`config.mk`:
```
export PLATFORM = sky130hd
export DESIGN_NAME = adder_32b
export DESIGN_NICKNAME = d
export VERILOG_FILES = /design/src/rtl/adder_32b.sv
export SDC_FILE = /design/constraint.sdc
export NUM_CORES = 1
export LEC_CHECK = 0
export CAP_MARGIN = 15
export CORE_ASPECT_RATIO = 0.7
export CORE_MARGIN = 1.5
export CORE_UTILIZATION = 40
export DETAILED_ROUTE_END_ITERATION = 12
export HOLD_SLACK_MARGIN = 0.05
export PLACE_DENSITY = 0.77
export REMOVE_ABC_BUFFERS = 1
export SYNTH_ARGS = -nofsm -noshare
export SYNTH_HDL_FRONTEND = slang
export SYNTH_SLANG_ARGS = --single-unit
```
`constraint.sdc`:
```
create_clock -name clk -period 5.65 [get_ports clk]
set_input_delay 1.695 -clock clk [delete_from_list [all_inputs] [get_ports clk]]
set_output_delay 1.695 -clock clk [all_outputs]
set_load 0.05 [all_outputs]
```
`src/rtl/adder_32b.sv`:
```
// Registered 32-bit carry-lookahead adder (8 x 4-bit groups) with carry-out and signed overflow.
// Build option ADDER_PIPE2_EN splits the add into two 16-bit pipeline stages (latency 2).

module adder_32b_cla #(
  parameter int GROUPS = 8
) (
  input  logic [4*GROUPS-1:0] a,
  input  logic [4*GROUPS-1:0] b,
  input  logic                cin,
  output logic [4*GROUPS-1:0] s,
  output logic                c_top,
  output logic                cout
);
  localparam int W = 4 * GROUPS;

  logic [W-1:0]      p;
  logic [W-1:0]      g;
  logic [GROUPS-1:0] gg;
  logic [GROUPS-1:0] gp;
  logic [GROUPS:0]   gc;

  assign p = a ^ b;
  assign g = a & b;

  always_comb begin : group_pg
    gg = '0;
    gp = '0;
    for (int k = 0; k < GROUPS; k++) begin
      gp[k] = &p[4*k +: 4];
      gg[k] = g[4*k+3]
            | (p[4*k+3] & g[4*k+2])
            | ((&p[4*k+2 +: 2]) & g[4*k+1])
            | ((&p[4*k+1 +: 3]) & g[4*k]);
    end
  end

  // Second level: every group carry is a flat sum of products of group g/p and cin.
  always_comb begin : lookahead
    logic prod;
    logic allp;
    gc    = '0;
    gc[0] = cin;
    prod  = 1'b0;
    allp  = 1'b0;
    for (int k = 0; k < GROUPS; k++) begin
      allp = cin;
      for (int i = 0; i <= k; i++) allp = allp & gp[i];
      gc[k+1] = allp;
      for (int j = 0; j <= k; j++) begin
        prod = gg[j];
        for (int i = j + 1; i <= k; i++) prod = prod & gp[i];
        gc[k+1] = gc[k+1] | prod;
      end
    end
  end

  always_comb begin : bit_sums
    logic cc;
    s     = '0;
    c_top = 1'b0;
    cc    = 1'b0;
    for (int k = 0; k < GROUPS; k++) begin
      cc = gc[k];
      for (int bi = 0; bi < 4; bi++) begin
        s[4*k+bi] = p[4*k+bi] ^ cc;
        if (4*k + bi == W - 1) c_top = cc;
        cc = g[4*k+bi] | (p[4*k+bi] & cc);
      end
    end
  end

  assign cout = gc[GROUPS];
endmodule

module adder_32b (
  input  logic        clk,
  input  logic        rst,
  input  logic        in_valid,
  input  logic [31:0] x,
  input  logic [31:0] y,
  input  logic        c_in,
  output logic        out_valid,
  output logic [31:0] sum,
  output logic        c_out,
  output logic        ovf
);
`ifdef ADDER_PIPE2_EN
  logic [15:0] lo_sum;
  logic        lo_c16;
  logic        lo_c15_unused;
  logic        s1_valid;
  logic [15:0] s1_sum_lo;
  logic        s1_c16;
  logic [15:0] s1_x_hi;
  logic [15:0] s1_y_hi;
  logic [15:0] hi_sum;
  logic        hi_c31;
  logic        hi_c32;

  adder_32b_cla #(.GROUPS(4)) u_cla_lo (
    .a(x[15:0]), .b(y[15:0]), .cin(c_in),
    .s(lo_sum), .c_top(lo_c15_unused), .cout(lo_c16)
  );

  always_ff @(posedge clk) begin
    if (rst) begin
      s1_valid  <= 1'b0;
      s1_sum_lo <= '0;
      s1_c16    <= 1'b0;
      s1_x_hi   <= '0;
      s1_y_hi   <= '0;
    end else begin
      s1_valid <= in_valid;
      if (in_valid) begin
        s1_sum_lo <= lo_sum;
        s1_c16    <= lo_c16;
        s1_x_hi   <= x[31:16];
        s1_y_hi   <= y[31:16];
      end
    end
  end

  adder_32b_cla #(.GROUPS(4)) u_cla_hi (
    .a(s1_x_hi), .b(s1_y_hi), .cin(s1_c16),
    .s(hi_sum), .c_top(hi_c31), .cout(hi_c32)
  );

  always_ff @(posedge clk) begin
    if (rst) begin
      out_valid <= 1'b0;
      sum       <= '0;
      c_out     <= 1'b0;
      ovf       <= 1'b0;
    end else begin
      out_valid <= s1_valid;
      if (s1_valid) begin
        sum   <= {hi_sum, s1_sum_lo};
        c_out <= hi_c32;
        ovf   <= hi_c31 ^ hi_c32;
      end
    end
  end
`else
  logic [31:0] sum_c;
  logic        c31;
  logic        c32;

  adder_32b_cla #(.GROUPS(8)) u_cla (
    .a(x), .b(y), .cin(c_in),
    .s(sum_c), .c_top(c31), .cout(c32)
  );

  always_ff @(posedge clk) begin
    if (rst) begin
      out_valid <= 1'b0;
      sum       <= '0;
      c_out     <= 1'b0;
      ovf       <= 1'b0;
    end else begin
      out_valid <= in_valid;
      if (in_valid) begin
        sum   <= sum_c;
        c_out <= c32;
        ovf   <= c31 ^ c32;
      end
    end
  end
`endif
endmodule

```
======== Word-level counts from Yosys, hierarchy flattened ========
Index checks and enable logic that the tools add are counted.
operators by class
  bitwise operators ....................... 203
  reductions and logical operators ........ 24
operators by type and width
  kind                 number
  AND 1 bit            84
  OR 1 bit             84
  XOR 1 bit            33
  AND 32 bit           1
  AND reduction 4 bit  8
  XOR 32 bit           1
  AND reduction 3 bit  8
  AND reduction 2 bit  8
word-level totals
  register bits ........................... 35
  bits of input ports ..................... 68
  output and inout port bits .............. 35

======== Depth between registers and ports, before layout ========
Gate-level depths: netlist of the first run.
  depth after elaboration ................. 25
  mapped depth ............................ 15

======== By module ========
From an unflattened synthesis of the first run, not the netlist that was laid out.
unflattened totals
  cells, all modules ...................... 249
  area, all modules ....................... 2605.0 um^2
modules (own cells, without submodules)
  module         times used  cells an instance  area an instance (um^2)  sequential area each (um^2)
  adder_32b_cla  1           136                1335.0                   0.0
  adder_32b      1           113                1270.0                   700.7

======== Worst setup path before layout of the first run ========
No wires, ideal clock.
  path kind ............................... input to register
  start point ............................. input y[2]
  end point ............................... register ovf
  library setup time ...................... 0.074 ns
  arrival time ............................ 4.923 ns
  required time ........................... 5.576 ns
  slack ................................... 0.653 ns
  stages .................................. 13
  buffers on the path ..................... 0
  cell sequence ........................... ha_1 -> a21o_1 -> a21oi_1 -> o21ai_1 -> a41o_1 -> a211o_2 -> nor2_1 -> o21ai_0 -> fa_1 -> fa_1 -> fa_1 -> or4b_1 -> a31oi_1
on the way
  longest elaborated chain between the ends .. 25
  elaborated cells between the ends (all ways) .. 48
  classes of those cells .................. bitwise (45); reduce/logical (3)
ends and longest elaborated chain
  element                                           line    RTL
  from (decl)                                       80      input logic [31:0] y,
  AND 32 bit or XOR 32 bit (tied branches)          23, 22
  AND 1 bit or AND reduction 2 bit (tied branches)  31, 32
  OR 1 bit or AND 1 bit (tied branches)             31, 32
  OR 1 bit                                          32      | ((&p[4*k+2 +: 2]) & g[4*k+1])
  OR 1 bit                                          33      | ((&p[4*k+1 +: 3]) & g[4*k]);
  AND 1 bit (6 in a row)                            51      for (int i = j + 1; i <= k; i++) prod = prod & gp[i];
  OR 1 bit (7 in a row)                             52      gc[k+1] = gc[k+1] | prod;
  AND 1 bit                                         67      cc = g[4*k+bi] | (p[4*k+bi] & cc);
  OR 1 bit                                          67
  AND 1 bit                                         67
  OR 1 bit                                          67
  AND 1 bit                                         67
  OR 1 bit                                          67
  XOR 1 bit *                                       164     ovf <= c31 ^ c32;
  to (signal assigned)                              164
  to (decl)                                         85      output logic ovf
Mark *: on every way between the ends. The rest lies on a longest branch, timed or not.
A chain may end at the register's enable or synchronous reset.

======== Final worst setup path of the first run ========
  start point ............................. input y[5]
  end point ............................... register ovf
on the way
  longest elaborated chain between the ends .. 22
  elaborated cells between the ends (all ways) .. 50
  classes of those cells .................. bitwise (48); reduce/logical (2)
ends and longest elaborated chain
  element                                           line    RTL
  XOR 32 bit or AND 32 bit (tied branches)          22, 23
  AND reduction 4 bit (tied with other cells)       29      gp[k] = &p[4*k +: 4];
  AND 1 bit (tied with other cells) (2 in a row)    47      for (int i = 0; i <= k; i++) allp = allp & gp[i];
  AND 1 bit, on equally long branches (4 in a row)  47, 51
  OR 1 bit or AND 1 bit (tied branches)             52, 51
  OR 1 bit (6 in a row)                             52
  AND 1 bit                                         67
  OR 1 bit                                          67
  AND 1 bit                                         67
  OR 1 bit                                          67
  AND 1 bit                                         67
  OR 1 bit                                          67
  XOR 1 bit *                                       164
Marks and branches as above.

==> run_results.csv, run 1 <==
group,metric,value,unit
run_status,status,"complete, but fails checks",
run_status,violations,"design-rule violations",
setup_path,startpoint_type,"input port",
flow_run,drv_cap,0,
setup_path,crit_path_max_fanout,2,
die,start_util,41.4,%
clock_tree,cts_buffer_depth,2,
setup_path,cp.arrival,5.59,ns
synthesis,synth-compound-area-share,11.8,%
grt,antenna_found_initial,0,
setup_path,ff2ff_path_depth,2,
routing,postRouteAntennaNets,0,
clock_tree,clk_latency,0.28,ns
synthesis,yosysSeqAreaShare,27.2,%
synthesis,synth_cell_types,39,
place,dp.cells,424,
sta,finalHoldViolCount,0,
min_path,hold_end,"c_out$_SDFFE_PP0P_",
routing,via_per_inst,5.03,
finish,layout_commonest_cell,"clkdlybuf4s50_1",
routing,drt_iter0_markers,83,
min_path,holdPathStages,2,
pwr,p_clk_share,20.8,%
sta,setup_viol,0,
pwr,p_leak,0.00163,uW
die,num_rows,24,
sta,finalCritPeriodShare,95.3,%
clock_tree,clkTransAtPathRegs,0.07,ns
clock_tree,ctsRootBufferMaster,"clkbuf_8",
synthesis,yosysWarnings,0,
die,core,6220,um2
sta,period_needed,5.38,ns
synthesis,postSynthAreaPerCell,10.3,um2
pwr,switching_share,37.5,%
clock_tree,postCtsHoldBufs,0,
finish,finalNetCount,477,
pwr,power.switching,315,uW
finish,most-common-layout-cells,"101 x clkdlybuf4s50_1, 40 x nor2_1, 35 x dfxtp_1, 32 x ha_1, 24 x fa_1",
die,ioPinCount,103,
min_path,hold_path_class,"reg2reg",
sta,tns,0,ns
grt,grt_usage,18.1,%
routing,first_pass_iters,9,
setup_path,startpoint,"y[5]",
clock_tree,cts.sinks,35,
pwr,comb_power_share,44.8,%
clock_tree,cts_buffers,5,
pwr,p_per_area,224,nW/um2
synthesis,syn_inst,249,
finish,multi_input_area,1780,um2
pwr,internal_power,524,uW
place,port_buffers,102,
clock_tree,cts_setup_buffers,0,
setup_path,worstPathRequired,5.86,ns
finish,seqCellArea,701,um2
sta,max_freq,0.186,GHz
sta,maxSlewHeadroom,60.4,%
sta,maxSlewViolCount,0,
grt,grt_max_degree,36,
synthesis,ys_ff_latch,35,
synthesis,synth_adder_area_share,34.2,%
synthesis,synth-simple-area-share,11.4,%
sta,rsz0062_at_grt,"false",
grt,grt_pass1_vias,2315,
finish,areaGrowthSynthToFinish,45.2,%
sta,whs,0.481,ns
place,place_congestion,0.827,
routing,routedWlPerCell,13.7,um
clock_tree,cts_resized,0,
synthesis,synth_top_family_by_area,"adder cells",
synthesis,synth_top_flop_cell,"dfxtp_1",
sta,worst-slew-pin-transition,0.594,ns
routing,wl,5910,um
clock_tree,cts_max_level,2,
finish,fillers,561,
pwr,pwr-share-seq,34.5,%
finish,finalNonFillerCells,432,
setup_path,rr_endpoint,"sum[11]$_SDFFE_PP0P_",
die,dieArea,6930,um2
setup_path,ff2ff_setup_slack,4.94,ns
setup_path,end_kind,"flop",
synthesis,synth_mux_area_share,8.95,%
routing,drc_errors,6,
synthesis,synthArstFlopShare,0,%
pwr,peakVddDrop,0.000150,V
sta,finClkSkew,0,ns
routing,via_count,2175,
place,dpl.hpwl,4900,um
die,die_h,70.1,um
finish,final_core_util,60.1,%
clock_tree,cts_tree,"built",
finish,n_antenna_cell,0,
grt,grt_first_pass_wirelength,10100,um
synthesis,synth_xor_area_share,2.72,%
min_path,hold_start,"c_out$_SDFFE_PP0P_",
die,die_w,98.9,um
synthesis,synth_area,2570,um2
finish,drive_gt1_share,5.08,%
setup_path,crit_type,"in2reg",
grt,gr-total-overflow,0,
synthesis,synth-edff-count,0,
setup_path,r2r-start,"sum[11]$_SDFFE_PP0P_",
-- routing by layer --
layer,wire length [um],track usage (%)
met1,2750,23.7
met2,2770,31.0
met3,350,4.10
met4,40,3.65
met5,0,0
-- synthesized netlist by cell type, drive strengths merged (5+ instances only) --
| master | instances | area [um2] |
|---|---|---|
| clkbuf | 7 | 50.1 |
| xnor2 | 8 | 70.1 |
| nand2 | 5 | 18.8 |
| nand4 | 5 | 37.5 |
| ha | 32 | 400 |
| mux2i | 23 | 230 |
| nand3 | 5 | 25.0 |
| a211oi | 10 | 75.1 |
| o21ai | 8 | 43.8 |
| inv | 8 | 30.0 |
| nor2 | 41 | 156 |
| dfxtp | 35 | 701 |
| a21oi | 12 | 60.1 |
| fa | 24 | 480 |
| a21o | 7 | 52.6 |
-- power by group through the flow --
stage / clock network [uW] / logic (uW) / registers, uW
6_report: 174 / 375 / 289
5_1_grt: 188 / 412 / 292
4_1_cts: 180 / 378 / 289
3_5_place_dp: 0 / 376 / 294
3_3_place_gp: 0 / 369 / 294
2_1_floorplan: 0 / 127 / 387
-- how the worst max path moves through the flow --
stage / cells past startpoint / slack, ns / end
2_1_floorplan: 13 / 0.65 / ovf$_SDFFE_PP0P_
3_3_place_gp: 14 / 0.12 / ovf$_SDFFE_PP0P_
3_5_place_dp: 14 / 0.02 / ovf$_SDFFE_PP0P_
4_1_cts: 14 / 0.32 / ovf$_SDFFE_PP0P_
5_1_grt: 14 / 0.05 / ovf$_SDFFE_PP0P_
6_report: 14 / 0.27 / ovf$_SDFFE_PP0P_
-- per-stage QoR --
stage / worst slack [ns] / power (uW) / area [um2]
final: 0.266 / 838 / 3740
after global placement: 0.122 / 662 / 3650
after global routing: 0.0460 / 892 / 3740
after floorplan: 0.653 / 514 / 2510
after detailed placement: 0.0239 / 671 / 3650
after CTS: 0.323 / 848 / 3740
-- critical path: stages --
cell	delay, ns
clkdlybuf4s50_1	0.47
ha_1	0.34
a21oi_1	0.14
o21ai_1	0.10
and3_1	0.18
a41o_1	0.22
a211o_2	0.32
nor2_1	0.10
o21ai_0	0.12
fa_1	0.45
fa_1	0.40
fa_1	0.38
or4b_1	0.53
a31oi_1	0.14
-- sequential cells by signal (all words and copies together) (netlist names) --
signal     flops
out_valid      1
ovf            1
sum           32
c_out          1
-- logic make-up after synthesis --
kind of cell,count (synthesis)
AOI/OAI and AO/OA,46
xor gates and xnor gates,8
adders and majority gates,56
buffers and inverters,17
DFF,35
muxes,23
and+or+nand+nor,64
-- area by class of cell --
cell class,instances,share of cell area [%]
clock buffers,5,1.84
clock inverters,3,0.402
inverters,8,0.804
multi-input cells,197,47.6
flip-flops and latches,35,18.8
well taps,78,2.61
repair buffers,106,28.0
No activity file was read; power rests on OpenSTA's default activity.
==> run 2: changes to the inputs <==
--- a/config.mk
+++ b/config.mk
@@ -11,7 +11,7 @@
 export CORE_UTILIZATION = 40
 export DETAILED_ROUTE_END_ITERATION = 12
 export HOLD_SLACK_MARGIN = 0.05
-export PLACE_DENSITY = 0.77
+export PLACE_DENSITY = 0.79
 export REMOVE_ABC_BUFFERS = 1
 export SYNTH_ARGS = -nofsm -noshare
 export SYNTH_HDL_FRONTEND = slang
==> run_results.csv, run 2 (synthesis gave the netlist of run 1 again) <==
group,metric,value,unit
run_status,status,"complete, but fails checks",
run_status,violations,"design-rule violations",
routing,via_count,2119,
die,start_util,41.4,%
grt,antenna_found_initial,0,
grt,grt_pass1_vias,2167,
routing,drt_iter0_markers,62,
place,place_congestion,0.768,
clock_tree,cts_buffers,5,
clock_tree,clkTransAtPathRegs,0.07,ns
pwr,peakVddDrop,0.000115,V
clock_tree,clk_latency,0.28,ns
finish,most-common-layout-cells,"101 x clkdlybuf4s50_1, 40 x nor2_1, 35 x dfxtp_1, 32 x ha_1, 24 x fa_1",
setup_path,end_kind,"flop",
finish,fillers,561,
grt,met2_usage,28.6,%
finish,design_area,3740,um2
place,port_buffers,102,
sta,max_freq,0.186,GHz
sta,finalHoldViolCount,0,
finish,areaGrowthSynthToFinish,45.5,%
sta,setup_viol,0,
sta,tns,0,ns
clock_tree,cts_resized,0,
grt,grt_first_pass_wirelength,9760,um
clock_tree,postCtsHoldBufs,0,
clock_tree,cts_tree,"built",
setup_path,slowest_stage,"or4b_1",
die,ioPinCount,103,
grt,grt_most_used_layer,"met2",
finish,regMostFlops,"sum",
sta,setup_slack,0.279,ns
finish,drive_gt1_share,4.53,%
place,placedInstanceArea,3640,um2
sta,worst-slew-pin-transition,1.14,ns
sta,maxSlewViolCount,0,
setup_path,worstPathRequired,5.86,ns
setup_path,cpLargestDelayFamily,"adder cells",
finish,finalNetCount,476,
grt,grtUsageMet3,4.40,%
grt,gr-total-overflow,0,
die,die_w,98.9,um
grt,grt_usage,17.7,%
clock_tree,ctsRootBufferMaster,"clkbuf_8",
finish,largest_reg_flops,32,
routing,drc_errors,6,
setup_path,crit_path_max_fanout,2,
setup_path,ff2ff_setup_slack,4.91,ns
die,dieArea,6930,um2
routing,via_per_inst,4.92,
pwr,p_per_area,231,nW/um2
sta,finalCritPeriodShare,95.1,%
clock_tree,cts.sinks,35,
routing,wl,5910,um
routing,postRouteAntennaNets,0,
sta,finClkSkew,0,ns
sta,maxSlewHeadroom,23.9,%
sta,period_needed,5.37,ns
die,num_rows,24,
setup_path,crit_path_max_incr_delay,0.52,ns
min_path,hold_path_class,"reg2reg",
die,core,6220,um2
place,dp_slack,0.00727,ns
flow_run,drv_cap,0,
finish,layout_commonest_cell,"clkdlybuf4s50_1",
place,dpl.hpwl,4760,um
setup_path,cp.buffers_inverters,1,
clock_tree,cts_max_level,2,
setup_path,crit_top_cell,"fa_1",
setup_path,crit_type,"in2reg",
sta,rsz0062_at_grt,"false",
pwr,p_leak,0.00163,uW
routing,routedWlPerCell,13.7,um
routing,first_pass_iters,8,
clock_tree,cts_buffer_depth,2,
grt,grt_max_degree,49,
setup_path,startpoint_type,"input port",
setup_path,path_cells,"clkdlybuf4s50_1, ha_1, a21oi_1, o21ai_1, and3_1, a41o_1, a211o_2, nor2_1, o21ai_0, fa_1, fa_1, fa_1, or4b_1, a31oi_1",
setup_path,cp.arrival,5.58,ns
grt,grt_use_met1,24.6,%
die,die_h,70.1,um
finish,n_antenna_cell,0,
clock_tree,cts_setup_buffers,0,
[run 2: cell count changes in the layout (fill, tap and decap cells not counted)]
cell,previous run,this run
buf_4,4,3
clkinv_2,3,0
clkbuf_8,5,7
clkbuf_1,0,1
[run 2: through the flow]
step / util, % / total power (uW) / std cells / hold WS (ns)
3_5_place_dp: 58.6 / 670 / 423 / 0.471
5_1_grt: 60.2 / 921 / 431 / 0.496
4_1_cts: 60.2 / 875 / 431 / 0.482
2_1_floorplan: - / 514 / 240 / 0.690
6_report: 60.2 / 864 / 431 / 0.480
3_3_place_gp: 58.6 / 662 / 423 / 0.467
[run 2: final timing paths]
check	start	end	cells after the start
worst max register to register	sum[31]$_SDFFE_PP0P_	sum[31]$_SDFFE_PP0P_	2
worst min register to register	sum[0]$_SDFFE_PP0P_	sum[0]$_SDFFE_PP0P_	2
worst max-delay path	y[5]	ovf$_SDFFE_PP0P_	14
worst min-delay path	sum[0]$_SDFFE_PP0P_	sum[0]$_SDFFE_PP0P_	2
[run 2: final cells by class]
type                    instances  area, um2  area share (%)
inverters                       8       30.0           0.802
repair buffers                105       1040            27.7
well taps                      78       97.6            2.61
flip-flops and latches         35        701            18.7
clock buffers                   8        100            2.67
multi-input cells             197       1780            47.5
[run 2: report_power, final]
| part | total [uW] | leakage, uW | switching [uW] | internal [uW] |
|---|---|---|---|---|
| clock | 200 | 0.0000515 | 88.9 | 111 |
| sequential | 288 | 0.000290 | 14.0 | 274 |
| combinational | 375 | 0.00129 | 210 | 165 |
[run 2: per-layer routing]
metal / routed length (um) / part of all wire [%] / up-vias
met2: 2690 / 45 / 57
li1: - / - / 1085
met1: 2880 / 49 / 975
met4: 13 / 0.22 / 0
met5: 0 / 0 / -
met3: 325 / 5.5 / 2
[run 2: worst register-to-register path: cells and delay by family, from the launching register on]
kind	cells	cell delay [ns]
flops	1	0.35
compound gates	1	0.25
simple gates	1	0.05
==> run 3: changes to the inputs <==
==> constraint.sdc (replaced) <==
create_clock -name clk -period 6.5 [get_ports clk]
set_input_delay 1.95 -clock clk [delete_from_list [all_inputs] [get_ports clk]]
set_output_delay 1.95 -clock clk [all_outputs]
set_load 0.05 [all_outputs]
==> run_results.csv, run 3 (synthesis gave the netlist of run 1 again) <==
group,metric,value,unit
run_status,status,"complete, but fails checks",
clock_tree,ctsRootBufferMaster,"clkbuf_8",
die,dieArea,6930,um2
clock_tree,cts.sinks,35,
sta,period_needed,5.75,ns
place,dpl.hpwl,4940,um
die,num_rows,24,
grt,antenna_found_initial,0,
sta,finalCritPeriodShare,88.4,%
clock_tree,clkTransAtPathRegs,0.07,ns
grt,grt_first_pass_wirelength,10600,um
sta,finClkSkew,0,ns
sta,setup_viol,0,
setup_path,worstPathRequired,6.71,ns
setup_path,rr_endpoint,"ovf$_SDFFE_PP0P_",
finish,drive_gt1_share,4.00,%
die,start_util,41.4,%
routing,wl,6000,um
pwr,p_per_area,198,nW/um2
setup_path,ff2ff_setup_slack,5.77,ns
routing,postRouteAntennaNets,0,
routing,via_count,2165,
finish,n_antenna_cell,0,
grt,grt_usage,19.1,%
pwr,peakVddDrop,0.0000954,V
finish,fillers,563,
clock_tree,clk_latency,0.28,ns
sta,maxSlewHeadroom,28.0,%
setup_path,crit_path_max_incr_delay,0.55,ns
setup_path,r2r-start,"ovf$_SDFFE_PP0P_",
clock_tree,cts_buffer_depth,2,
run_status,violations,"design-rule violations",
die,core,6220,um2
routing,first_pass_iters,8,
setup_path,crit_path_end,"ovf$_SDFFE_PP0P_",
finish,areaGrowthSynthToFinish,44.4,%
setup_path,ff2ff_path_depth,2,
min_path,hold_path_class,"reg2reg",
setup_path,crit_top_cell,"fa_1",
sta,maxSlewViolCount,0,
routing,drt_iter0_markers,60,
sta,worst-slew-pin-transition,1.08,ns
setup_path,path_cells,"clkdlybuf4s50_1, ha_1, a21o_1, a21oi_1, o21ai_1, a41o_1, a211o_2, nor2_1, o21ai_0, fa_1, fa_1, fa_1, or4b_1, a31oi_1",
setup_path,cp.arrival,5.95,ns
clock_tree,cts_tree,"built",
finish,finalNonFillerCells,428,
routing,via_per_inst,5.06,
setup_path,end_kind,"flop",
routing,routedWlPerCell,14.0,um
place,port_buffers,102,
finish,layout_commonest_cell,"clkdlybuf4s50_1",
place,dp_slack,0.493,ns
setup_path,startpoint,"y[2]",
sta,whs,0.486,ns
sta,finalHoldViolCount,0,
grt,gr-total-overflow,0,
clock_tree,postCtsHoldBufs,0,
sta,tns,0,ns
finish,most-common-layout-cells,"101 x clkdlybuf4s50_1, 40 x nor2_1, 35 x dfxtp_1, 32 x ha_1, 24 x fa_1",
flow_run,drv_cap,0,
setup_path,startpoint_type,"input port",
finish,regMostFlops,"sum",
die,die_h,70.1,um
grt,grt_max_degree,49,
clock_tree,cts_resized,0,
place,dp.cells,421,
sta,setup_slack,0.754,ns
clock_tree,cts_buffers,5,
sta,max_freq,0.174,GHz
sta,rsz0062_at_grt,"false",
die,die_w,98.9,um
clock_tree,cts_max_level,2,
finish,largest_reg_flops,32,
setup_path,crit_type,"in2reg",
finish,finalNetCount,474,
clock_tree,cts_setup_buffers,0,
setup_path,crit_path_max_fanout,5,
grt,grt_pass1_vias,2284,
die,ioPinCount,103,
pwr,p_leak,0.00161,uW
place,place_congestion,0.763,
setup_path,slowest_stage,"or4b_1",
routing,drc_errors,6,
[run 3: changes by cell type in the layout (fill, tap and decap cells not counted), sizes merged]
cell	before	now
clkinv	0	1
clkbuf	8	6
buf	4	2
[run 3: layer usage]
metal  vias up  track usage (%)  part of all wire [%]
li1       1077                -                     -
met1      1010             25.0                    47
met2        69             31.9                    47
met3         9             4.60                   5.3
met4         0             4.76                   1.3
met5         -                0                     0
[run 3: where the power goes]
group	total (uW)	internal [uW]	leakage [uW]	switching, uW
Clock	160	83.1	0.0000470	76.5
Combinational	326	142	0.00128	183
Sequential	251	238	0.000290	12.3
Total	736	464	0.00161	272
[run 3: worst min-delay path by stage]
stage	start	end	slack (ns)	cells after the start
finish	sum[19]$_SDFFE_PP0P_	sum[19]$_SDFFE_PP0P_	0.49	2
detailed placement	sum[23]$_SDFFE_PP0P_	sum[23]$_SDFFE_PP0P_	0.48	2
CTS	sum[7]$_SDFFE_PP0P_	sum[7]$_SDFFE_PP0P_	0.49	2
floorplan	c_out$_SDFFE_PP0P_	c_out$_SDFFE_PP0P_	0.69	2
global route	sum[29]$_SDFFE_PP0P_	sum[29]$_SDFFE_PP0P_	0.51	2
global placement	c_out$_SDFFE_PP0P_	c_out$_SDFFE_PP0P_	0.47	2
[run 3: final cells by class]
| type | instances | area, um2 | share of cell area (%) |
|---|---|---|---|
| clock buffers | 6 | 82.6 | 2.22 |
| clock inverters | 1 | 5.00 | 0.135 |
| inverters | 8 | 30.0 | 0.808 |
| multi-input cells | 197 | 1780 | 47.8 |
| flip-flops and latches | 35 | 701 | 18.8 |
| well taps | 78 | 97.6 | 2.63 |
| repair buffers | 103 | 1020 | 27.5 |
[run 3: worst max-delay path, delay by kind of cell]
family	cells	cell delay, ns
AOI/OAI and AO/OA	7	1.28
and+or+nand+nor	2	0.64
buffers and inverters	1	0.45
adders and majority gates	4	1.63
[run 3: per-stage QoR]
| stage | power [uW] | util [%] | cell area [um2] |
|---|---|---|---|
| 6_report | 736 | 59.8 | 3720 |
| 5_1_grt | 785 | 59.8 | 3720 |
| 4_1_cts | 745 | 59.8 | 3720 |
| 3_5_place_dp | 583 | 58.4 | 3630 |
| 3_3_place_gp | 573 | 58.4 | 3630 |
| 2_1_floorplan | 447 | - | 2510 |
